**src/rtl/pcie_rd_ram_mux.sv**
```systemverilog
// DMA read requests are queued, each fetches one word from a channel RAM and is
// serialised LSB-first into DMA beats. Optional build macro: RD_BYTE_SWAP_EN (byte-reversed beats).
module pcie_rd_ram_mux #(
    parameter int NUM_CH    = 2,
    parameter int RAM_DW    = 512,
    parameter int DMA_DW    = 64,
    parameter int RAM_AW    = 11,
    parameter int RAM_LAT   = 2,
    parameter int REQ_DEPTH = 4
) (
    input  logic                     clk,
    input  logic                     rst,
    input  logic                     dma_raddr_en,
    input  logic [31:0]              dma_raddr,
    output logic [DMA_DW-1:0]        dma_rdata,
    output logic                     dma_rdata_rdy,
    output logic                     dma_rdata_busy,
    output logic [NUM_CH*RAM_AW-1:0] ch_raddr,
    input  logic [NUM_CH*RAM_DW-1:0] ch_doutb,
    input  logic [NUM_CH-1:0]        ch_valid,
    output logic [NUM_CH-1:0]        ch_rd_done,
    output logic                     err_flag
);

    localparam int BEATS  = RAM_DW / DMA_DW;
    localparam int OFS    = $clog2(RAM_DW / 8);
    localparam int CH_LSB = RAM_AW + OFS;
    localparam int CH_W   = (NUM_CH > 1) ? $clog2(NUM_CH) : 1;
    localparam int BC_W   = (BEATS > 1) ? $clog2(BEATS) : 1;
    localparam int LAT_W  = 2;
    localparam int PTR_W  = $clog2(REQ_DEPTH);
    localparam int CNT_W  = PTR_W + 1;
    localparam int ENT_W  = CH_W + RAM_AW;

    typedef enum logic [1:0] {S_IDLE, S_ADDR, S_WAIT, S_SHIFT} state_t;

    function automatic logic [DMA_DW-1:0] beat_fmt(input logic [DMA_DW-1:0] d);
        logic [DMA_DW-1:0] r;
`ifdef RD_BYTE_SWAP_EN
        r = '0;
        for (int b = 0; b < DMA_DW / 8; b++) begin
            r[b*8 +: 8] = d[(DMA_DW/8 - 1 - b)*8 +: 8];
        end
`else
        r = d;
`endif
        return r;
    endfunction

    state_t                   state_q, state_d;
    logic [LAT_W-1:0]         lat_q, lat_d;
    logic [BC_W-1:0]          beat_q, beat_d;
    logic [RAM_DW-1:0]        shift_q, shift_d;
    logic [CH_W-1:0]          cur_ch_q, cur_ch_d;
    logic                     cur_bad_q, cur_bad_d;
    logic [ENT_W-1:0]         mem_q [REQ_DEPTH];
    logic [ENT_W-1:0]         mem_d [REQ_DEPTH];
    logic [PTR_W-1:0]         wr_ptr_q, wr_ptr_d;
    logic [PTR_W-1:0]         rd_ptr_q, rd_ptr_d;
    logic [CNT_W-1:0]         count_q, count_d;
    logic                     busy_q, busy_d;
    logic [NUM_CH*RAM_AW-1:0] raddr_q, raddr_d;
    logic [DMA_DW-1:0]        rdata_q, rdata_d;
    logic                     rdy_q, rdy_d;
    logic [NUM_CH-1:0]        done_pre_q, done_pre_d;
    logic [NUM_CH-1:0]        rd_done_q, rd_done_d;
    logic                     err_q, err_d;

    logic [CH_W-1:0]   req_ch_s;
    logic [RAM_AW-1:0] req_word_s;
    logic [ENT_W-1:0]  head_s;
    logic [CH_W-1:0]   pop_ch_s;
    logic [RAM_AW-1:0] pop_word_s;
    logic              full_s, empty_s, push_s, pop_s, ovf_s;
    logic [RAM_DW-1:0] sel_data_s;
    logic              sel_valid_s;
    logic              unused_addr_s;

    assign req_ch_s      = dma_raddr[CH_LSB +: CH_W];
    assign req_word_s    = dma_raddr[OFS +: RAM_AW];
    assign unused_addr_s = ^{dma_raddr[OFS-1:0], dma_raddr[31:CH_LSB+CH_W]};

    assign full_s     = (count_q == CNT_W'(REQ_DEPTH));
    assign empty_s    = (count_q == '0);
    assign push_s     = dma_raddr_en && !full_s;
    assign ovf_s      = dma_raddr_en && full_s;
    assign pop_s      = (state_q == S_IDLE) && !empty_s;
    assign head_s     = mem_q[rd_ptr_q];
    assign pop_ch_s   = head_s[ENT_W-1 -: CH_W];
    assign pop_word_s = head_s[RAM_AW-1:0];

    // Request FIFO bookkeeping: storage, pointers, occupancy and the full flag.
    always_comb begin
        mem_d    = mem_q;
        wr_ptr_d = wr_ptr_q;
        rd_ptr_d = rd_ptr_q;
        if (push_s) begin
            mem_d[wr_ptr_q] = {req_ch_s, req_word_s};
            wr_ptr_d        = wr_ptr_q + PTR_W'(1);
        end else begin
            wr_ptr_d = wr_ptr_q;
        end
        if (pop_s) begin
            rd_ptr_d = rd_ptr_q + PTR_W'(1);
        end else begin
            rd_ptr_d = rd_ptr_q;
        end
        case ({push_s, pop_s})
            2'b10:   count_d = count_q + CNT_W'(1);
            2'b01:   count_d = count_q - CNT_W'(1);
            default: count_d = count_q;
        endcase
        busy_d = (count_d == CNT_W'(REQ_DEPTH));
    end

    // Select the RAM read data of the active channel; out-of-range channels read as invalid.
    always_comb begin
        sel_data_s  = '0;
        sel_valid_s = 1'b0;
        for (int i = 0; i < NUM_CH; i++) begin
            sel_data_s  = (cur_ch_q == CH_W'(i)) ? ch_doutb[i*RAM_DW +: RAM_DW] : sel_data_s;
            sel_valid_s = (cur_ch_q == CH_W'(i)) ? ch_valid[i] : sel_valid_s;
        end
    end

    // Read sequencer: pop, wait out the RAM latency, capture, then shift out beats.
    always_comb begin
        state_d    = state_q;
        lat_d      = lat_q;
        beat_d     = beat_q;
        shift_d    = shift_q;
        cur_ch_d   = cur_ch_q;
        cur_bad_d  = cur_bad_q;
        raddr_d    = raddr_q;
        rdata_d    = rdata_q;
        rdy_d      = 1'b0;
        done_pre_d = '0;
        rd_done_d  = done_pre_q;
        err_d      = err_q | ovf_s;
        case (state_q)
            S_IDLE: begin
                if (pop_s) begin
                    cur_ch_d = pop_ch_s;
                    lat_d    = '0;
                    beat_d   = '0;
                    state_d  = S_ADDR;
                    for (int i = 0; i < NUM_CH; i++) begin
                        raddr_d[i*RAM_AW +: RAM_AW] = (pop_ch_s == CH_W'(i)) ?
                            pop_word_s : raddr_q[i*RAM_AW +: RAM_AW];
                    end
                end else begin
                    state_d = S_IDLE;
                end
            end
            S_ADDR, S_WAIT: begin
                if (lat_q == LAT_W'(RAM_LAT - 1)) begin
                    shift_d   = sel_valid_s ? sel_data_s : '0;
                    cur_bad_d = !sel_valid_s;
                    err_d     = err_q | ovf_s | !sel_valid_s;
                    state_d   = S_SHIFT;
                end else begin
                    lat_d   = lat_q + LAT_W'(1);
                    state_d = S_WAIT;
                end
            end
            S_SHIFT: begin
                rdy_d   = 1'b1;
                rdata_d = beat_fmt(shift_q[DMA_DW-1:0]);
                shift_d = shift_q >> DMA_DW;
                if (beat_q == BC_W'(BEATS - 1)) begin
                    beat_d  = '0;
                    state_d = S_IDLE;
                    // Release is delayed one cycle so it follows the last beat.
                    for (int i = 0; i < NUM_CH; i++) begin
                        done_pre_d[i] = !cur_bad_q && (cur_ch_q == CH_W'(i));
                    end
                end else begin
                    beat_d = beat_q + BC_W'(1);
                end
            end
            default: begin
                state_d = S_IDLE;
            end
        endcase
    end

    // State and datapath registers with synchronous active-low reset.
    always_ff @(posedge clk) begin
        if (!rst) begin
            state_q    <= S_IDLE;
            lat_q      <= '0;
            beat_q     <= '0;
            shift_q    <= '0;
            cur_ch_q   <= '0;
            cur_bad_q  <= 1'b0;
            mem_q      <= '{default: '0};
            wr_ptr_q   <= '0;
            rd_ptr_q   <= '0;
            count_q    <= '0;
            busy_q     <= 1'b0;
            raddr_q    <= '0;
            rdata_q    <= '0;
            rdy_q      <= 1'b0;
            done_pre_q <= '0;
            rd_done_q  <= '0;
            err_q      <= 1'b0;
        end else begin
            state_q    <= state_d;
            lat_q      <= lat_d;
            beat_q     <= beat_d;
            shift_q    <= shift_d;
            cur_ch_q   <= cur_ch_d;
            cur_bad_q  <= cur_bad_d;
            mem_q      <= mem_d;
            wr_ptr_q   <= wr_ptr_d;
            rd_ptr_q   <= rd_ptr_d;
            count_q    <= count_d;
            busy_q     <= busy_d;
            raddr_q    <= raddr_d;
            rdata_q    <= rdata_d;
            rdy_q      <= rdy_d;
            done_pre_q <= done_pre_d;
            rd_done_q  <= rd_done_d;
            err_q      <= err_d;
        end
    end

    assign dma_rdata      = rdata_q;
    assign dma_rdata_rdy  = rdy_q;
    assign dma_rdata_busy = busy_q;
    assign ch_raddr       = raddr_q;
    assign ch_rd_done     = rd_done_q;
    assign err_flag       = err_q;

endmodule

```
**config.mk**
```make
export PLATFORM = sky130hd
export DESIGN_NAME = pcie_rd_ram_mux
export DESIGN_NICKNAME = d
export VERILOG_FILES = /design/src/rtl/pcie_rd_ram_mux.sv
export SDC_FILE = /design/constraint.sdc
export NUM_CORES = 2
export LEC_CHECK = 0
export ABC_CLOCK_PERIOD_IN_PS = 2940
export CAP_MARGIN = 40
export CORE_AREA = 4 4 445 447
export CTS_CLUSTER_DIAMETER = 80
export DETAILED_ROUTE_END_ITERATION = 7
export DIE_AREA = 0 0 449 451
export PLACE_DENSITY = 0.49
export RECOVER_POWER = 50
export SLEW_MARGIN = 20
export SYNTH_ARGS = -nofsm -noshare
export SYNTH_HDL_FRONTEND = slang
export SYNTH_SLANG_ARGS = --single-unit
```
**constraint.sdc**
```tcl
create_clock -name clk -period 2.94 [get_ports clk]
set_input_delay 0.882 -clock clk [delete_from_list [all_inputs] [get_ports clk]]
set_output_delay 0.882 -clock clk [all_outputs]
set_load 0.01 [all_outputs]
```
==> results.toml <==
[pwr]
p_clk_share_pct = 37.8
p_per_area_nw_per_um2 = 606
p_int_mw = 20.3
seq_power_share_pct = 34.3
p_comb_share_pct = 27.9
leakage_nw = 16.2
irDropWorstVdd_uv = 479
netSwitchingFraction_pct = 31.9
switchingPower_mw = 9.51

[run_status]
status = "completed"

[synth]
ys_seq_elements = 669
ys.flop_type = "dfxtp_1"
yosysUniqueCellTypes = 45
ys_warn_count = 0
synth.most_common_cell = "dfxtp_1"
synthesis.area_sq_um = 31700
async_reset_ff_share_pct = 0
netlist_instances = 3081
synth_area_leaders = "dfxtp_1, a221o_1, a32o_1"
synthesis.nets = 4153
synth_top_area_cell = "dfxtp_1"
seq_area_frac_synth_pct = 42.2
ys_top_cells_by_count = "dfxtp_1, nand2b_1, a221o_1, a32o_1, clkbuf_1"
synth_edf_count = 0
syn_avg_cell_area_sq_um = 10.3
synthDominantCellAreaShare_pct = 42.2

[placed_design]
placed_cell_area_sq_um = 46400
placement.setup.worst_slack_ns = -0.0701
io_buffers = 1131
dp_hpwl_microns = 152000
dp_cells = 6522
gp_congestion = 0.922

[drt]
firstDrtPassIters = 5
vias = 31900
wirelength_microns = 192000
ant_nets = 0
drc_errors = 0
initialDrtViolationCount = 2773
drt-wirelength-per-cell_microns = 28.6
viasPerCell = 4.75

[die]
die_width_microns = 449
start_util_pct = 16.3
coreArea_sq_um = 194000
rows = 162
fp.dieH_microns = 451
ios = 1152
dieArea_sq_um = 202000

[cts]
numCtsBuffers = 89
cts_hold_buf = 0
cts.path.max_buffers = 3
clock-root-buffer = "clkbuf_16"
clkSinkCount = 669
clkTransAtPathRegs_ns = 0.06
tritoncts = "done"
h-tree-depth = 3
post_cts_buffers = 0
clk_latency_ns = 0.71
ctsResizeCount = 0

[sta]
period_needed_ns = 2.74
slew_headroom_pct = 26.2
fin_crit_sh_pct = 93.2
tightest_slew_ns = 1.11
setup_viol = 0
rsz0062_at_grt = "no"
setup_slack_ns = 0.200
finalHoldViolCount = 0
final_max_slew_viol_count = 0
skew_ns = 0.0402
fmax_mhz = 365
holdWs_ns = 0.440
tns_ns = 0

[critical_path]
path_max_fanout = 37
start_kind = "flop"
cp-end-kind = "flop"
required_ns = 3.56
path_buf_inv = 2
path_cells = "ha_2, buf_12, clkbuf_4, a221o_1, a32o_1"
crit_type = "reg -> reg"
cpLargestDelayFamily = "adder cells"
worstPathArrival_ns = 3.36
max_stage_delay_ns = 0.93
crit_slowest_cell = "ha_2"

[layout]
drive_above_1_share_pct = 10.3
final_cells = 6719
final_cell_area_sq_um = 49300
finalNetCount = 5143
area_growth_pct = 55.2

[grt]
grt_first_pass_wirelength_microns = 256000
grt_pass1_vias = 30800
grt_start_max_net_pins = 119
track_usage_pct = 17.8
antenna_found_initial = 109
grt_overflow = 0

[run]
cap_violations = 0

[hold_path]
hold_class = "reg -> reg"
## metrics by stage
step	util, %	total power [mW]
2_1_floorplan	-	14.7
3_3_place_gp	23.9	18.9
3_5_place_dp	23.9	19.0
4_1_cts	25.4	30.4
5_1_grt	25.3	31.1
6_report	25.4	29.8
## worst reg2reg max path, stage by stage (launching register included)
cell	delay, ns
dfxtp_1	0.36
ha_2	0.94
buf_12	0.31
clkbuf_4	0.57
a221o_1	0.30
a32o_1	0.19
## layout make-up
type                       instances  area (sq um)
clock buffer                     120          2490
multi-input combinational       1995         16500
tap                             2542          3180
inverter                          18          75.1
fill                           20700        145000
antenna                           40           100
clock inverter                    37           498
timing repair buffer            1298         13100
sequential                       669         13400
## power groups by stage
stage | combinational [mW] | sequential, mW | clock [mW]
final | 8.33 | 10.2 | 11.3
after CTS | 8.57 | 10.2 | 11.6
after detailed placement | 8.53 | 10.4 | 0
after global placement | 8.48 | 10.4 | 0
after floorplan | 4.53 | 10.2 | 0
after global routing | 8.89 | 10.3 | 11.9
## final timing paths
kind	start	end	slack (ns)	depth (start not counted)
setup reg to reg	state_q[0]$_SDFFE_PN0P_	shift_q[81]$_SDFFE_PN0P_	0.20	5
hold reg to reg	done_pre_q[0]$_SDFF_PN0_	ch_rd_done[0]$_SDFF_PN0_	0.44	1
hold / removal	done_pre_q[0]$_SDFF_PN0_	ch_rd_done[0]$_SDFF_PN0_	0.44	1
setup / recovery	state_q[0]$_SDFFE_PN0P_	shift_q[81]$_SDFFE_PN0P_	0.20	5
## cells in the final DEF (no fill, tap or decap), types with 49 or more instances in the layout
cell type        count
a21oi_1             93
a32oi_1             97
nor2_1             137
mux2i_1             87
a221o_1            415
o31ai_1             49
clkbuf_16           89
dfxtp_1            668
mux2_2              97
clkdlybuf4s50_1   1129
a32o_1             415
buf_4              101
nand2b_1           417
## flip-flops by register name, indices dropped and copies added, names as in the netlist, 2 cells and up
signal      count
lat_q           2
ch_rd_done      2
state_q         2
ch_raddr       22
beat_q          3
wr_ptr_q        2
mem_q          48
shift_q       512
rd_ptr_q        2
done_pre_q      2
dma_rdata      64
count_q         3
## metal layers
metal / GRT usage [%] / part of all wire (%) / vias up
met1: 22.7 / 43 / 15900
met3: 5.07 / 6.9 / 273
met4: 4.24 / 2.3 / 58
met5: 0 / 0.19 / -
li1: - / - / 14400
met2: 29.7 / 48 / 1229
## cell families after synthesis
logic type,after synthesis,share of synthesized area (%)
mux,198,7.14
fa+ha+maj,11,0.457
flops,669,42.2
simple gates,698,12.3
xor+xnor,4,0.110
compound gates,1084,31.8
buf+inv,417,6.05
Note: power is estimated with default switching activity, not from simulation.
